**src/rtl/fetch_prefetch_queue.sv**
```systemverilog
// Fetch stage with a prefetch queue and a single-outstanding request/grant/response
// port to instruction memory; branch/PC-write redirects flush queued and in-flight work.
module fetch_prefetch_queue #(
    parameter int unsigned     BITS     = 32,
    parameter int unsigned     DEPTH    = 4,
    parameter logic [BITS-1:0] RESET_PC = '0
) (
    input  logic                       CLK,
    input  logic                       RESET,
    input  logic                       BranchE,
    input  logic [BITS-1:0]            ALUSResultE,
    input  logic                       PCSrcW,
    input  logic [BITS-1:0]            ResultW,
    input  logic                       StallF,
    output logic                       IMemReq,
    output logic [BITS-1:0]            IMemAddr,
    input  logic                       IMemGnt,
    input  logic                       IMemValid,
    input  logic [BITS-1:0]            IMemRdata,
    output logic [BITS-1:0]            InstrF,
    output logic [BITS-1:0]            PCPlus4F,
    output logic                       ValidF,
    output logic [$clog2(DEPTH+1)-1:0] CountF
);

    localparam int unsigned PTR_W = $clog2(DEPTH);
    localparam int unsigned CNT_W = $clog2(DEPTH + 1);

    logic [BITS-1:0]  fetch_pc_q, fetch_pc_d;
    logic [BITS-1:0]  instr_q [DEPTH];
    logic [BITS-1:0]  instr_d [DEPTH];
    logic [BITS-1:0]  pc4_q   [DEPTH];
    logic [BITS-1:0]  pc4_d   [DEPTH];
    logic [PTR_W-1:0] rd_ptr_q, rd_ptr_d;
    logic [PTR_W-1:0] wr_ptr_q, wr_ptr_d;
    logic [CNT_W-1:0] count_q, count_d;
    logic             inflight_q, inflight_d;
    logic [BITS-1:0]  req_addr_q, req_addr_d;
    logic             drop_q, drop_d;

    logic            redirect;
    logic [BITS-1:0] target;
    logic            room;
    logic            req;
    logic            grant;
    logic            resp;
    logic            push;
    logic            pop;

    always_comb begin
        redirect = BranchE || PCSrcW;
        target   = BranchE ? ALUSResultE : ResultW;
        // An in-flight request already owns a queue slot.
        room     = ({1'b0, count_q} + {{CNT_W{1'b0}}, inflight_q}) < (CNT_W + 1)'(DEPTH);
        req      = !RESET && !redirect && !drop_q && room && (!inflight_q || IMemValid);
        grant    = req && IMemGnt;
        resp     = inflight_q && IMemValid;
        push     = resp && !drop_q && !redirect;
        pop      = (count_q != '0) && !StallF && !redirect;
    end

    always_comb begin
        fetch_pc_d = fetch_pc_q;
        instr_d    = instr_q;
        pc4_d      = pc4_q;
        rd_ptr_d   = rd_ptr_q;
        wr_ptr_d   = wr_ptr_q;
        count_d    = count_q;
        inflight_d = inflight_q;
        req_addr_d = req_addr_q;
        drop_d     = drop_q;

        if (redirect) begin
            fetch_pc_d = target;
        end else if (grant) begin
            fetch_pc_d = fetch_pc_q + BITS'(4);
        end

        if (grant) begin
            req_addr_d = fetch_pc_q;
        end

        if (redirect) begin
            rd_ptr_d = '0;
            wr_ptr_d = '0;
            count_d  = '0;
        end else begin
            if (push) begin
                instr_d[wr_ptr_q] = IMemRdata;
                pc4_d[wr_ptr_q]   = req_addr_q + BITS'(4);
                wr_ptr_d          = wr_ptr_q + PTR_W'(1);
            end
            if (pop) begin
                rd_ptr_d = rd_ptr_q + PTR_W'(1);
            end
            if (push && !pop) begin
                count_d = count_q + CNT_W'(1);
            end else if (!push && pop) begin
                count_d = count_q - CNT_W'(1);
            end
        end

        // A pending drop is retired only by its own response, even across further redirects.
        if (drop_q) begin
            if (resp) begin
                drop_d     = 1'b0;
                inflight_d = 1'b0;
            end
        end else if (redirect) begin
            if (inflight_q) begin
                if (IMemValid) begin
                    inflight_d = 1'b0;
                end else begin
                    drop_d = 1'b1;
                end
            end
        end else begin
            if (resp) begin
                inflight_d = 1'b0;
            end
            if (grant) begin
                inflight_d = 1'b1;
            end
        end
    end

    always_ff @(posedge CLK) begin
        if (RESET) begin
            fetch_pc_q <= RESET_PC;
            rd_ptr_q   <= '0;
            wr_ptr_q   <= '0;
            count_q    <= '0;
            inflight_q <= 1'b0;
            req_addr_q <= '0;
            drop_q     <= 1'b0;
            for (int unsigned i = 0; i < DEPTH; i++) begin
                instr_q[i] <= '0;
                pc4_q[i]   <= '0;
            end
        end else begin
            fetch_pc_q <= fetch_pc_d;
            rd_ptr_q   <= rd_ptr_d;
            wr_ptr_q   <= wr_ptr_d;
            count_q    <= count_d;
            inflight_q <= inflight_d;
            req_addr_q <= req_addr_d;
            drop_q     <= drop_d;
            instr_q    <= instr_d;
            pc4_q      <= pc4_d;
        end
    end

    always_comb begin
        IMemReq  = req;
        IMemAddr = fetch_pc_q;
        InstrF   = instr_q[rd_ptr_q];
        PCPlus4F = pc4_q[rd_ptr_q];
        ValidF   = (count_q != '0);
        CountF   = count_q;
    end

endmodule

```
**config.mk**
```make
export PLATFORM = sky130hd
export DESIGN_NAME = fetch_prefetch_queue
export DESIGN_NICKNAME = d
export VERILOG_FILES = /design/src/rtl/fetch_prefetch_queue.sv
export SDC_FILE = /design/constraint.sdc
export NUM_CORES = 1
export LEC_CHECK = 0
export BUFFER_PORTS_ARGS = -buffer_cell sky130_fd_sc_hd__buf_2
export CAP_MARGIN = 20
export CORE_MARGIN = 1.5
export CORE_UTILIZATION = 45
export DETAILED_ROUTE_END_ITERATION = 16
export PLACE_DENSITY = 0.65
export SYNTH_ARGS = -nofsm -noshare
export SYNTH_HDL_FRONTEND = slang
export SYNTH_SLANG_ARGS = --single-unit
```
**constraint.sdc**
```tcl
create_clock -name CLK -period 3.35 [get_ports CLK]
set_input_delay 0.67 -clock CLK [delete_from_list [all_inputs] [get_ports CLK]]
set_output_delay 0.67 -clock CLK [all_outputs]
set_load 0.005 [all_outputs]
```
==> results.tsv, run 1 <==
stage	metric	value	unit
global_route	grt ovf	0	
yosys	Seq/Total Area, Yosys	45.7	%
cells_and_area	share of cells above drive strength 1	20.9	%
yosys	post-synthesis mux area share	10.5	%
clocking	cts hold-fix bufs	0	
timing	Worst-Margin Slew	1.09	ns
yosys	Synth Instances	1647	
critical_path	crit-path cells	buf_4 -> mux4_2 -> buf_2	
clocking	Max Root-Sink Buffers	3	
detailed_routing	Pre-antenna DRT Iters	6	
power	Lkg Pwr	6.08	nW
detailed_routing	routed length on met1	18600	um
timing	Setup Viol. Count Final	0	
clocking	clk sinks	329	
power	Reg power frac	47.9	%
critical_path	crit start category	flip-flop	
timing	period utilization	84.2	%
detailed_routing	met2 wire len	19100	um
clocking	H-tree level count	2	
floorplanning	die area	33100	um^2
yosys	fraction of registers with async set/reset	0	%
critical_path	CP endpoint kind	output port	
timing	post-layout minimum cycle time	2.82	ns
yosys	most numerous cell in the Yosys netlist	nand2_1	
global_route	Total GRT Usage	24.8	%
detailed_routing	Met3 Wirelength	2790	um
power	Peak VDD IR	0.310	mV
yosys	Post-synth top cells	373 x nand2_1, 329 x dfxtp_1, 256 x a21oi_1, 88 x nor2_1, 80 x clkbuf_1	
yosys	Post-Synth XOR/XNOR Area	2.49	%
yosys	adder-cell share of the synthesized area	0.747	%
cells_and_area	fill count	2915	
clocking	post-CTS setup buffer count	0	
power	clock share of power	47.6	%
detailed_routing	antenna viol nets, final	0	
critical_path	CP max stage cell	dfxtp_4	
placement	HPWL Detailed	27200	um
detailed_routing	wire per inst	18.8	um
yosys	Synth top area share	45.7	%
yosys	main combinational cell family by area after synthesis	compound AO/OA/AOI/OAI gates	
detailed_routing	Top Layer Used	met4	
floorplanning	starting density of the core	45.7	%
yosys	synthesized cell area	14400	um^2
floorplanning	Die W	182	um
critical_path	CP required	2.68	ns
yosys	post-synthesis cell type count	68	
global_route	pin count of the biggest net entering global routing	243	
detailed_routing	via count	12700	
yosys	Main synth FF type	dfxtp_1	
yosys	syn_area_per_cell	8.75	um^2
floorplanning	die height	182	um
yosys	Simple-Gate Fraction of Synth Area	17.9	%
critical_path	crit path buf inv count	2	
floorplanning	FP Rows	65	
detailed_routing	DR iter-0 viols	999	
yosys	YS warnings	0	
timing	Final Skew	0.0145	ns
clocking	Num CTS Buffers	37	
cells_and_area	Area growth syn-to-layout	18.0	%
timing	f_max	354	MHz
yosys	flops & latches, synth	329	
power	Logic pwr share	4.5	%
global_route	first-pass GRT wire length	65900	um
critical_path	Worst EP arrival	2.15	ns
placement	IO Port Bufs	203	
detailed_routing	residual DRC count	0	
clocking	CTS tree	yes	
yosys	syn nets	1758	
detailed_routing	Routed WL	41700	um
clocking	CTS resizes	0	
clocking	clock insertion delay at the later pin of the skew report	0.51	ns
global_route	initial antenna violation count	4	
timing	final hold violations	0	
yosys	complex-gate fraction of the synthesized area	18.2	%
clocking	clock root buffer	clkbuf_16	
critical_path	crit-path leading delay family	flip-flops	
timing	RSZ-0062 raised after global routing	no	
yosys	Post-synth EDFFs	0	
critical_path	worst-path maximum fanout	16	
yosys	area leader, netlist	dfxtp_1	
power	PD cells	493	nW/um^2
timing	Hold Slack	0.401	ns
timing	Final Max Slew Viols	0	
power	switching pwr	1.86	mW
cells_and_area	NumNets Final	1900	
detailed_routing	vias per cell	5.73	
global_route	vias in the first global route	12100	
timing	setup TNS	0	ns
run_status	status	finished, final reports clean	
critical_path	Setup CP Type	flip-flop to output port	
power	Pint	6.52	mW
flow_run	maxcap violations	0	
cells_and_area	post-layout util	53.9	%
floorplanning	core area	31600	um^2
min_path	Hold Path Class	input port to flip-flop	
critical_path	crit-path max cell delay	0.58	ns
floorplanning	Boundary Pins	204	
yosys	largest cells by area after synthesis	dfxtp_1 46%, mux4_2 10%, nand2_1 9.7%	
timing	max_slew headroom	27.4	%
placement	Placer Congestion	0.906	
power	Sw Share	22.2	%
clocking	Clock Pin Slew Worst Setup and Hold Paths	0.05	ns
==> registers in the layout, indices dropped and copies added, names as in the netlist <==
name	flops
pc4_q	128
IMemAddr	32
rd_ptr_q	2
req_addr_q	32
drop_q	1
instr_q	128
CountF	3
inflight_q	1
wr_ptr_q	2
==> power groups by stage <==
stage               logic [mW]  clock network, mW  registers, mW
finish                   0.377               3.99           4.01
global route             0.409               4.24           4.01
CTS                      0.374               4.06           4.01
detailed placement       0.372                  0           4.09
global placement         0.369                  0           4.10
floorplan                0.194                  0           4.07
==> routing by layer <==
layer	up-vias	global-route usage, %
met2	502	39.4
met5	-	0
met3	74	3.93
met1	6038	34.6
met4	0	8.20
li1	6120	-
==> per-stage QoR <==
| stage | instance area [um^2] | total power [mW] | cells | worst slack (ns) |
|---|---|---|---|---|
| 6_report | 17000 | 8.38 | 2221 | 0.529 |
| 5_1_grt | 17000 | 8.67 | 2221 | 0.408 |
| 4_1_cts | 17000 | 8.44 | 2217 | 0.483 |
| 3_5_place_dp | 15800 | 4.47 | 2152 | 0.566 |
| 3_3_place_gp | 15800 | 4.46 | 2152 | 0.660 |
| 2_1_floorplan | 14400 | 4.27 | 1647 | 0.670 |
==> final timing paths <==
check,start,end,slack [ns],cells after the start
min reg2reg,instr_q[43],instr_q[43],0.45,2
min,ALUSResultE[0],IMemAddr[0],0.40,3
max,rd_ptr_q[0],InstrF[26],0.53,3
max reg2reg,inflight_q,CountF[2],0.71,8
==> logic make-up (layout without fill, tap and decap cells) <==
family,after synthesis,count (layout)
other cells,0,4
fa+ha+maj,8,8
xor+xnor,41,41
mux,71,71
buf+inv,153,321
flops,329,329
simple gates,592,592
compound gates,453,453
==> tightest hold or removal path, delay by kind of cell <==
family / cells / cell delay (ns)
AOI/OAI and AO/OA: 1 / 0.05
buffers and inverters: 1 / 0.08
and+or+nand+nor: 1 / 0.07
==> placed cells by master, fill, tap and decap left out, types with 7 or more instances in the layout <==
cell type and count:
a21oi_1 256, clkbuf_16 39, mux4_2 64, dfxtp_1 327
clkbuf_1 10, xor2_1 14, nand2_1 373, xnor2_1 27
nor2_1 88, and3_1 15, inv_1 17, nor3_1 25
buf_4 23, mux2i_1 7, o21ai_0 79, nand4_1 15
nor4_1 14, buf_12 12, nand3_1 24, o22ai_1 9
a22oi_1 18, a211oi_1 50, ha_1 7, clkbuf_8 10
buf_2 202
==> layout make-up <==
cell class	count	area [um^2]	area share, %
clock buffer	59	1150	6.77
antenna	4	10.0	0.0588
multi-input combinational	1165	7190	42.3
timing repair buffer	238	1440	8.44
tap	402	503	2.96
sequential	329	6590	38.8
inverter	18	67.6	0.397
clock inverter	6	58.8	0.346
(Power assumes the default switching activity.)
==> inputs of run 2 (changes only) <==
Settings changed: PLACE_DENSITY 0.65 to 0.68.
Clock period 3.35 ns to 2.28 ns, I/O delays scaled along.
==> run 2 against run 1 <==
Effect of this change:
- the flow now finishes with violations (setup timing)
- worst hold slack got worse by 0.23 ns
- final area increased by 4.2%
- sequential share of layout area decreased by 1.5 points
==> results.tsv, run 2 (synthesized netlist as in run 1, its figures left out) <==
stage	metric	value	unit
clocking	H-tree level count	2	
timing	Worst-Margin Slew	0.993	ns
clocking	clk sinks	329	
detailed_routing	Pre-antenna DRT Iters	8	
floorplanning	Die W	182	um
critical_path	crit-path cells	buf_12 -> buf_16 -> mux4_2 -> buf_6	
detailed_routing	residual DRC count	0	
cells_and_area	fill count	2819	
critical_path	Setup CP Type	flip-flop to output port	
detailed_routing	Met3 Wirelength	2780	um
detailed_routing	wire per inst	18.7	um
detailed_routing	met2 wire len	20000	um
clocking	CTS tree	yes	
timing	Setup Viol. Count Final	64	
critical_path	crit start category	flip-flop	
power	Pint	9.56	mW
cells_and_area	Area growth syn-to-layout	22.9	%
floorplanning	die area	33100	um^2
min_path	hold path start	ALUSResultE[1]	
cells_and_area	footprint of the multi-input gates	7230	um^2
floorplanning	die height	182	um
critical_path	Worst Reg2Reg Path Length in Cells	7	
floorplanning	starting density of the core	45.7	%
cells_and_area	NumNets Final	1961	
power	Logic pwr share	5.1	%
flow_run	maxcap violations	0	
cells_and_area	design area	17700	um^2
global_route	first-pass GRT wire length	67200	um
placement	Placer Congestion	0.902	
clocking	Max Root-Sink Buffers	3	
critical_path	critical path startpoint	rd_ptr_q[0]	
cells_and_area	most frequent cells in the layout	373 x nand2_1, 326 x dfxtp_1, 256 x a21oi_1	
timing	final worst slack	-0.132	ns
floorplanning	core area	31600	um^2
detailed_routing	Routed WL	42700	um
detailed_routing	DR iter-0 viols	1202	
clocking	Clock Pin Slew Worst Setup and Hold Paths	0.06	ns
detailed_routing	vias per cell	5.71	
placement	IO Port Bufs	203	
critical_path	worst setup path end	PCPlus4F[30]	
global_route	initial antenna violation count	2	
power	Reg power frac	47.4	%
timing	f_max	415	MHz
placement	HPWL Detailed	27700	um
clocking	clock root buffer	clkbuf_16	
detailed_routing	via count	13000	
power	PD cells	698	nW/um^2
critical_path	worst-path maximum fanout	7	
power	Peak VDD IR	0.480	mV
power	Sw Share	22.7	%
timing	Final Max Slew Viols	0	
floorplanning	FP Rows	65	
run_status	violated checks	setup timing	
critical_path	CP max stage cell	mux4_2	
cells_and_area	most common cell after layout, fill and taps aside	nand2_1	
power	clock share of power	47.5	%
critical_path	RR Startpoint	CountF[2]	
timing	max_slew headroom	33.8	%
placement	DP Worst Slack	0.0225	ns
critical_path	CP required	1.82	ns
placement	DP Area	16200	um^2
global_route	Total GRT Usage	25.3	%
timing	RSZ-0062 raised after global routing	yes	
clocking	Num CTS Buffers	36	
power	switching pwr	2.81	mW
critical_path	CP endpoint kind	output port	
cells_and_area	share of cells above drive strength 1	24.1	%
detailed_routing	routed length on met1	18700	um
cells_and_area	largest registers	instr_q: 128 flops, pc4_q: 128 flops	
global_route	pin count of the biggest net entering global routing	221	
timing	post-layout minimum cycle time	2.41	ns
critical_path	Worst EP arrival	1.96	ns
floorplanning	Boundary Pins	204	
critical_path	reg2reg setup slack	0.13	ns
critical_path	R2R Path End	req_addr_q[14]	
power	Lkg Pwr	6.47	nW
timing	Hold Slack	0.173	ns
cells_and_area	Sequential Area	6600	um^2
detailed_routing	Top Layer Used	met4	
timing	final hold violations	0	
global_route	vias in the first global route	12500	
critical_path	crit-path max cell delay	0.57	ns
clocking	clock insertion delay at the later pin of the skew report	0.52	ns
min_path	Hold Path Class	input port to flip-flop	
timing	Final Skew	0.0195	ns
timing	period utilization	106	%
run_status	status	finished with violations	
global_route	grt ovf	0	
detailed_routing	antenna viol nets, final	0	
==> run 2: changes by cell type in the layout (fill, tap and decap cells not counted), sizes merged <==
cell and delta:
clkinv +3, bufbuf +1, buf +58, clkbuf -5, inv +3, bufinv +1, diode -2
==> run 2: worst max-delay path: cells and delay by family, from the launching register on <==
kind,cells,cell delay [ns]
muxes,1,0.57
buffers and inverters,3,0.45
DFF,1,0.41
==> run 2: how the worst min path moves through the flow <==
stage | endpoint | cells past startpoint
2_1_floorplan | instr_q[32] | 2
3_3_place_gp | instr_q[54] | 2
3_5_place_dp | instr_q[54] | 2
4_1_cts | IMemAddr[1] | 3
5_1_grt | IMemAddr[1] | 3
6_report | IMemAddr[1] | 3
==> run 2: power groups by stage <==
stage	Clock, mW	Combinational (mW)	Sequential, mW
6_report	5.87	0.636	5.87
5_1_grt	6.19	0.686	5.87
4_1_cts	5.94	0.627	5.86
3_5_place_dp	0	0.622	5.99
3_3_place_gp	0	0.614	5.99
2_1_floorplan	0	0.287	5.98
==> run 2: timing repair <==
item,CTS,global route
pin swaps,0,2
setup endpoints to repair,64,67
hold buffers,0,0
resized for setup,10,11
gates cloned,3,3
setup buffers,8,1
==> run 2: metrics by stage <==
stage	setup TNS (ns)	util [%]	total power, mW	instances
detailed placement	0	51.2	6.61	2199
global route	-6.91	56.1	12.7	2280
floorplan	0	-	6.27	1647
CTS	-5.22	55.7	12.4	2274
finish	-4.44	56.1	12.4	2280
global placement	0	51.2	6.60	2199
==> run 2: area by class of cell <==
class / count / area share, %
multi-input combinational: 1165 / 40.8
sequential: 329 / 37.2
timing repair buffer: 300 / 11.9
clock buffer: 51 / 6.03
tap: 402 / 2.84
clock inverter: 13 / 0.734
inverter: 18 / 0.381
antenna: 2 / 0.0282
==> run 2: per-layer routing <==
metal / GRT usage, % / vias up
li1: - / 6230
met1: 34.6 / 6207
met2: 41.2 / 497
met3: 3.61 / 85
met4: 8.56 / 0
met5: 0 / -
